===== config.mk =====
export PLATFORM = sky130hd
export DESIGN_NAME = ooo_flush_ctrl
export DESIGN_NICKNAME = d
export VERILOG_FILES = /design/src/rtl/rv32i_types_pkg.sv /design/src/rtl/recov_event_prio.sv /design/src/rtl/ooo_flush_ctrl.sv
export SDC_FILE = /design/constraint.sdc
export NUM_CORES = 1
export LEC_CHECK = 0
export BUFFER_PORTS_ARGS = -buffer_cell sky130_fd_sc_hd__buf_2
export CORE_MARGIN = 5
export CORE_UTILIZATION = 35
export DETAILED_ROUTE_END_ITERATION = 16
export HOLD_SLACK_MARGIN = 0.06
export PLACE_DENSITY = 0.72
export SYNTH_ARGS = -nofsm -noshare
export SYNTH_HDL_FRONTEND = slang
export SYNTH_SLANG_ARGS = --single-unit

===== constraint.sdc =====
create_clock -name CLK -period 1.75 [get_ports CLK]
set_input_delay 0.35 -clock CLK [delete_from_list [all_inputs] [get_ports CLK]]
set_output_delay 0.35 -clock CLK [all_outputs]
set_load 0.02 [all_outputs]

===== src/rtl/rv32i_types_pkg.sv =====
// Shared types for the out-of-order core recovery/hazard control.
// Holds the recovery FSM states, the recovery cause encoding and counter width.
package rv32i_types_pkg;

  typedef enum logic [2:0] {
    RUN,
    FLUSH,
    FENCE_D,
    FENCE_I,
    REDIRECT
  } flush_state_t;

  typedef enum logic [1:0] {
    INTR,
    EXC,
    IFENCE,
    MISPRED
  } recov_cause_t;

  localparam int FLUSH_CNT_W = 4;

  // Traps (interrupt/exception) redirect through the privileged vector.
  function automatic logic cause_is_trap(input recov_cause_t cause);
    return (cause == INTR) || (cause == EXC);
  endfunction

endpackage


===== src/rtl/recov_event_prio.sv =====
// Fixed-priority selection among commit recovery events: intr > exc > ifence > mispredict.
module recov_event_prio
  import rv32i_types_pkg::*;
(
  input  logic         intr_valid,
  input  logic         exc_valid,
  input  logic         ifence_valid,
  input  logic         mispredict_valid,
  output logic         ev_valid,
  output recov_cause_t ev_cause
);

  always_comb begin
    ev_valid = 1'b1;
    ev_cause = MISPRED;
    if (intr_valid) begin
      ev_cause = INTR;
    end else if (exc_valid) begin
      ev_cause = EXC;
    end else if (ifence_valid) begin
      ev_cause = IFENCE;
    end else if (mispredict_valid) begin
      ev_cause = MISPRED;
    end else begin
      ev_valid = 1'b0;
    end
  end

endmodule


===== src/rtl/ooo_flush_ctrl.sv =====
// Stall/flush controller: combinational hazard stalls in RUN plus a sequenced
// recovery machine (flush -> optional cache fences -> single-cycle PC redirect).
module ooo_flush_ctrl
  import rv32i_types_pkg::*;
#(
  parameter int NUM_FU       = 4,
  parameter int FLUSH_CYCLES = 2
) (
  input  logic              CLK,
  input  logic              nRST,
  input  logic [NUM_FU-1:0] fu_busy,
  input  logic              issue_valid,
  input  logic [NUM_FU-1:0] issue_fu,
  input  logic              rob_full,
  input  logic              data_hazard,
  input  logic              i_mem_busy,
  input  logic              intr_valid,
  input  logic              exc_valid,
  input  logic              ifence_valid,
  input  logic              mispredict_valid,
  input  logic [31:0]       priv_pc,
  input  logic [31:0]       brj_addr,
  input  logic [31:0]       ifence_pc,
  input  logic              dflushed,
  input  logic              iflushed,
  output logic [NUM_FU-1:0] stall_fu,
  output logic              stall_de,
  output logic              pc_en,
  output logic              if_id_flush,
  output logic              id_ex_flush,
  output logic              ex_comm_flush,
  output logic              npc_sel,
  output logic [31:0]       redirect_pc,
  output logic              insert_priv_pc,
  output logic              dflush_req,
  output logic              iflush_req
);

  localparam logic [FLUSH_CNT_W-1:0] CNT_INIT = FLUSH_CNT_W'(FLUSH_CYCLES - 1);

  flush_state_t           state, state_n;
  logic [FLUSH_CNT_W-1:0] cnt;
  logic                   trap_q;
  logic                   fence_q;
  logic                   ev_valid;
  recov_cause_t           ev_cause;
  logic                   run_stall;

  recov_event_prio u_prio (
    .intr_valid       (intr_valid),
    .exc_valid        (exc_valid),
    .ifence_valid     (ifence_valid),
    .mispredict_valid (mispredict_valid),
    .ev_valid         (ev_valid),
    .ev_cause         (ev_cause)
  );

  assign run_stall = rob_full | data_hazard | (issue_valid & (|(issue_fu & fu_busy)));

  // Capture the winning event only while running; later events are dropped.
  always_ff @(posedge CLK or negedge nRST) begin
    if (!nRST) begin
      state       <= RUN;
      cnt         <= '0;
      redirect_pc <= '0;
      trap_q      <= 1'b0;
      fence_q     <= 1'b0;
    end else begin
      state <= state_n;
      case (state)
        RUN: begin
          if (ev_valid) begin
            cnt     <= CNT_INIT;
            trap_q  <= cause_is_trap(ev_cause);
            fence_q <= (ev_cause == IFENCE);
            case (ev_cause)
              INTR, EXC: redirect_pc <= priv_pc;
              IFENCE:    redirect_pc <= ifence_pc;
              default:   redirect_pc <= brj_addr;
            endcase
          end
        end
        FLUSH: begin
          if (cnt != '0) cnt <= cnt - FLUSH_CNT_W'(1);
        end
        default: ;
      endcase
    end
  end

  always_comb begin
    state_n        = state;
    stall_fu       = fu_busy;
    stall_de       = run_stall;
    pc_en          = ~(run_stall | i_mem_busy);
    if_id_flush    = 1'b0;
    id_ex_flush    = 1'b0;
    ex_comm_flush  = 1'b0;
    npc_sel        = 1'b0;
    insert_priv_pc = 1'b0;
    dflush_req     = 1'b0;
    iflush_req     = 1'b0;
    case (state)
      RUN: begin
        if (ev_valid) state_n = FLUSH;
      end
      FLUSH: begin
        stall_fu      = {NUM_FU{1'b1}};
        stall_de      = 1'b1;
        pc_en         = 1'b0;
        if_id_flush   = 1'b1;
        id_ex_flush   = 1'b1;
        ex_comm_flush = 1'b1;
        if (cnt == '0) state_n = fence_q ? FENCE_D : REDIRECT;
      end
      FENCE_D: begin
        stall_fu   = {NUM_FU{1'b1}};
        stall_de   = 1'b1;
        pc_en      = 1'b0;
        dflush_req = 1'b1;
        if (dflushed) state_n = FENCE_I;
      end
      FENCE_I: begin
        stall_fu   = {NUM_FU{1'b1}};
        stall_de   = 1'b1;
        pc_en      = 1'b0;
        iflush_req = 1'b1;
        if (iflushed) state_n = REDIRECT;
      end
      REDIRECT: begin
        npc_sel        = 1'b1;
        pc_en          = 1'b1;
        insert_priv_pc = trap_q;
        state_n        = RUN;
      end
      default: state_n = RUN;
    endcase
  end

endmodule


* Word-level counts from Yosys, hierarchy flattened
Cells that the tools add are included.
Storage, ports and cells: bits in registers 41, latch bits 0, memory bits (writable) 0, ROM bits 0, bits of input ports 116, memories kept 0
Operators by class: add/sub/neg operators 1, multipliers 0, div/mod/pow operators 0, $lt $le $gt $ge 0, equality and inequality tests 11, shift operators 0, mux-type cells 25, bitwise operators 6, reductions and logical operators 12
Operators with widths (number):
- 32-bit case mux with 2 select lines | 1
- 3-bit 2-to-1 mux | 5
- 4-bit 2-to-1 mux | 3
- 3-bit case mux with 4 select lines | 1
- 1-bit 2-to-1 mux | 11
- 2-bit != test, second input constant | 5
- 4-bit case mux with 2 select lines | 1
- 3-bit by 2-bit == test with 1-bit output, second input constant | 2
- 4-bit bitwise AND | 1
- 4-bit logical NOT | 1
- 2-bit 2-to-1 mux | 2
- 4-bit AND reduction | 1
- 4-bit nonzero test | 1
- 4-bit OR reduction | 1
- 4-bit by 1-bit subtractor with 4-bit output, second input constant | 1
- 3-bit by 1-bit == test with 1-bit output, second input constant | 1
- 3-bit == test, second input constant | 1
- 3-bit logical NOT | 1
- 1-bit OR | 3
- 3-bit AND reduction | 1
- 3-bit OR reduction | 1
- 2-bit by 1-bit == test with 1-bit output, second input constant | 1
- 2-bit == test, second input constant | 1
- 2-bit logical NOT | 1
- other kinds (7) | 7

* Depth between registers and ports, before layout
depth in word-level cells 7, depth in mapped cells 7, mapped depth without buffers 6

* Cells and area by module
From an unflattened synthesis, not the netlist that was laid out.
Unflattened totals: cell total of the unflattened synthesis 253, area total of the unflattened synthesis 2605.0 um2
Modules (own cells, without submodules):
- ooo_flush_ctrl | instances 1, cells each 248, area an instance 2578.7 um2
- recov_event_prio | instances 1, cells each 5, area an instance 26.3 um2

* Worst setup path after synthesis
Ideal clock, no wire load.
kind flip-flop to output port, start point register state[1], end point output pc_en, arrival time 1521 ps, required time 1400 ps, slack -121 ps, cell stages (with the launch flop) 5, path buffers 0, cells stage by stage dfrtp_1 nor2_1 nor2_1 a2111o_1 o21bai_1
Between the ends: cells in the longest elaborated chain, start to end 3, elaborated cells between the ends (all ways) 6, classes of those cells eq/ne (4); mux (1); reduce/logical (1)
RTL lines:
- start: declaration | line ooo_flush_ctrl.sv:41 | flush_state_t state, state_n;
- start signal: assignment | line ooo_flush_ctrl.sv:69 | state <= state_n;
- 3-bit by 2-bit == test with 1-bit output or 3-bit by 1-bit == test with 1-bit output (tied branches) | line ooo_flush_ctrl.sv:103 | case (state)
- 3-bit OR reduction (no source line)
- 1-bit case mux with 2 select lines * | line ooo_flush_ctrl.sv:103
- end: declaration | line ooo_flush_ctrl.sv:28 | output logic pc_en,
Mark *: on every way between the ends. The rest lies on a longest branch, timed or not.

* Final worst setup path
start point register state[0], end point output pc_en
Same word-level chain as after synthesis.

==> flow_metrics.env <==
export IMPL_report_final_setup_viol=1
export IMPL_cts_tree="done"
export IMPL_layout_drive_gt1_share_pct=46.98
export IMPL_gp_congestion=0.7729
export IMPL_cts_made_buffers=5
export IMPL_antenna_found_initial=0
export IMPL_violations="setup timing"
export IMPL_dpl_instance_area_sq_um=3334
export IMPL_cp_required_ns=1.40
export IMPL_global_route_overflow_total=0
export IMPL_irDropWorstVdd_uv=573.5
export IMPL_r2r_start="cnt[0]"
export IMPL_row_count=30
export IMPL_grt_util_met3_pct=4.666
export IMPL_dp_cells=509
export IMPL_grt_max_degree=39
export IMPL_cp_end_kind="primary output"
export IMPL_placement_io_buffers=160
export IMPL_drv_slew=0
export IMPL_die_x_um=93.02
export IMPL_yosysTopAreaCell="dfrtp_1"
export IMPL_grtUsageMet1_pct=17.68
export IMPL_drv_cap=0
export IMPL_skew_ns=0.002844
export IMPL_tightest_slew_ns=0.4815
export IMPL_finalInstanceArea_sq_um=3565
export IMPL_synth_area_top_cells="dfrtp_1 43%, mux2i_1 13%, a21oi_1 7.7%"
export IMPL_synth_seq_area_share_pct=42.53
export IMPL_area_delta_synth_final_pct=47.77
export IMPL_syn_avg_cell_area_sq_um=8.709
export IMPL_drt_wl_total_um=6958
export IMPL_track_usage_pct=15.96
export IMPL_coreArea_sq_um=6756
export IMPL_fin_crit_sh_pct=103.4
export IMPL_cp_common_cell="nor2_2"
export IMPL_fin_nets=565
export IMPL_drt_iter0_markers=51
export IMPL_ys_async_sr_fraction_pct=100.0
export IMPL_leakagePower_nw=1.910
export IMPL_rsz0062_at_grt="yes"
export IMPL_synth_most_common_cell="dfrtp_1"
export IMPL_dr_pass1_iters=4
export IMPL_vias_per_cell=4.765
export IMPL_status="complete, but fails checks"
export IMPL_fin_util_pct=52.76
export IMPL_fin_cells=527
export IMPL_grt_pass1_wl_um=11410
export IMPL_cpPeakStageDelay_ns=0.39
export IMPL_clk_latency_ns=0.28
export IMPL_met2_usage_pct=29.45
export IMPL_synthTopCellsByCount="41 x dfrtp_1, 37 x a21oi_1, 36 x nand2_1"
export IMPL_period_minus_slack_ns=1.810
export IMPL_root_buffer="clkbuf_8"
export IMPL_hold_violations=0
export IMPL_yosysUniqueCellTypes=41
export IMPL_hp_class="input pin to register"
export IMPL_critical_path_class="register to primary output"
export IMPL_cpMaxStageDelayCell="dfrtp_1"
export IMPL_grt_busiest_layer="met2"
export IMPL_antenna_cells=0
export IMPL_startpoint_type="register"
export IMPL_vias=2511
export IMPL_htree_levels=2
export IMPL_clkTransAtPathRegs_ns=0.07
export IMPL_clock_path_buffers=2
export IMPL_yosysWarnings=0
export IMPL_ioPinCount=161
export IMPL_yosysTopAreaCellShare_pct=42.53
export IMPL_start_util_pct=35.70
export IMPL_wl_per_cell_um=13.20
export IMPL_syn_nets=395
export IMPL_ant_nets=0
export IMPL_place_hpwl_um=5604
export IMPL_p_per_area_nw_per_um2=1477
export IMPL_crit_fanout=5
export IMPL_setup_slack_ns=-0.06032
export IMPL_path_cells="nor2_2 > nor2_2 > a2111o_1 > o21bai_4 > buf_6"
export IMPL_crit_arrival_ns=1.46
export IMPL_synth_cell_area_sq_um=2412
export IMPL_synth_cells=277
export IMPL_grt_pass1_vias=2600
export IMPL_crit_start="state[0]"
export IMPL_slew_headroom_pct=67.90
export IMPL_drc=0
export IMPL_dieArea_sq_um=8653
export IMPL_synth_enable_flop_cells=0
export IMPL_ys_ff_latch=41
export IMPL_chipHeight_um=93.02
export IMPL_hp_start="priv_pc[2]"
export IMPL_synth_ff_type="dfrtp_1"
export IMPL_clock_sinks=41
export IMPL_fmax_mhz=552.4
stage by stage:
| stage | power, mW | hold slack [ns] | setup TNS [ns] | worst slack [ns] |
|---|---|---|---|---|
| 6_report | 5.266 | 0.3340 | -0.06032 | -0.06032 |
| 3_5_place_dp | 4.400 | 0.3387 | -0.05184 | -0.04003 |
| 2_1_floorplan | 3.463 | 0.05441 | 0 | 0.02501 |
| 3_3_place_gp | 4.305 | 0.3348 | -0.01552 | -0.01552 |
| 5_1_grt | 5.722 | 0.3471 | -0.2359 | -0.1431 |
| 4_1_cts | 5.071 | 0.3275 | -0.07006 | -0.07006 |
timing repair:
action                                  CTS  global route
endpoints found under the hold margin    19             0
hold buffers                              1             0
pin swaps                                 2             2
endpoints found under the setup margin    5             9
resized for setup                         5            12
setup buffers                             1            10
layer usage:
metal	vias up	wire length, um
met2	94	3697
met5	-	0
met1	1112	2620
li1	1297	-
met4	0	97
met3	8	542
worst max-delay path, delay by kind of cell, from the launching register on:
family / cells / cell delay (ns)
flip-flops: 1 / 0.39
AND/OR/NAND/NOR: 2 / 0.20
AO/OA/AOI/OAI: 2 / 0.47
buffers and inverters: 1 / 0.13
power breakdown:
| part | total [mW] | internal [mW] | switching [mW] | leakage, nW |
|---|---|---|---|---|
| clock | 0.604 | 0.313 | 0.291 | 0.0443 |
| sequential | 1.62 | 1.39 | 0.228 | 0.514 |
| combinational | 3.04 | 1.29 | 1.75 | 1.35 |
worst paths after layout:
check | to | slack (ns) | cells after the start
worst max-delay path | pc_en | -0.06 | 5
worst min-delay path | redirect_pc[2] | 0.33 | 3
worst max register to register | state[1] | 0.08 | 7
worst min register to register | redirect_pc[17] | 0.48 | 2
max in group asynchronous | redirect_pc[6] | 0.71 | 3
min in group asynchronous | redirect_pc[15] | 0.56 | 2
final cells by class:
cell class | count | area [sq um]
clock buffer | 7 | 86.33
fill | 659 | 3192
inverter | 4 | 15.01
multi-input combinational | 211 | 1289
sequential | 41 | 1026
tap | 80 | 100.1
timing repair buffer | 184 | 1049
cells by family (layout without fill, tap and decap cells):
kind of cell,Yosys count,count (layout),share of synthesized area (%)
flip-flops,41,41,42.53
buffers and inverters,25,195,6.327
multiplexers,31,31,12.86
AO/OA/AOI/OAI,82,82,18.62
XOR/XNOR,2,2,0.7263
AND/OR/NAND/NOR,94,94,17.89
adder cells (fa/ha/maj),2,2,1.037
cell usage in the layout, fill, tap and decap left out, types with 3 or more instances in the layout:
cell      netlist  layout
a21oi_1        37      36
o21ai_0        21      21
buf_2           3     157
clkbuf_8        0       6
nor2_1         35      33
buf_12          0       4
mux2i_1        31      31
nand2_1        36      35
dfrtp_1        41      41
buf_4           2      20
a22oi_1         3       3
o21ai_1        13      13
or2_2           5       5
sequential cells by signal (all words and copies together) (netlist names):
name and count:
cnt 4, redirect_pc 32, state 3, trap_q 1
fence_q 1
Power figures use the tool's default switching activity.
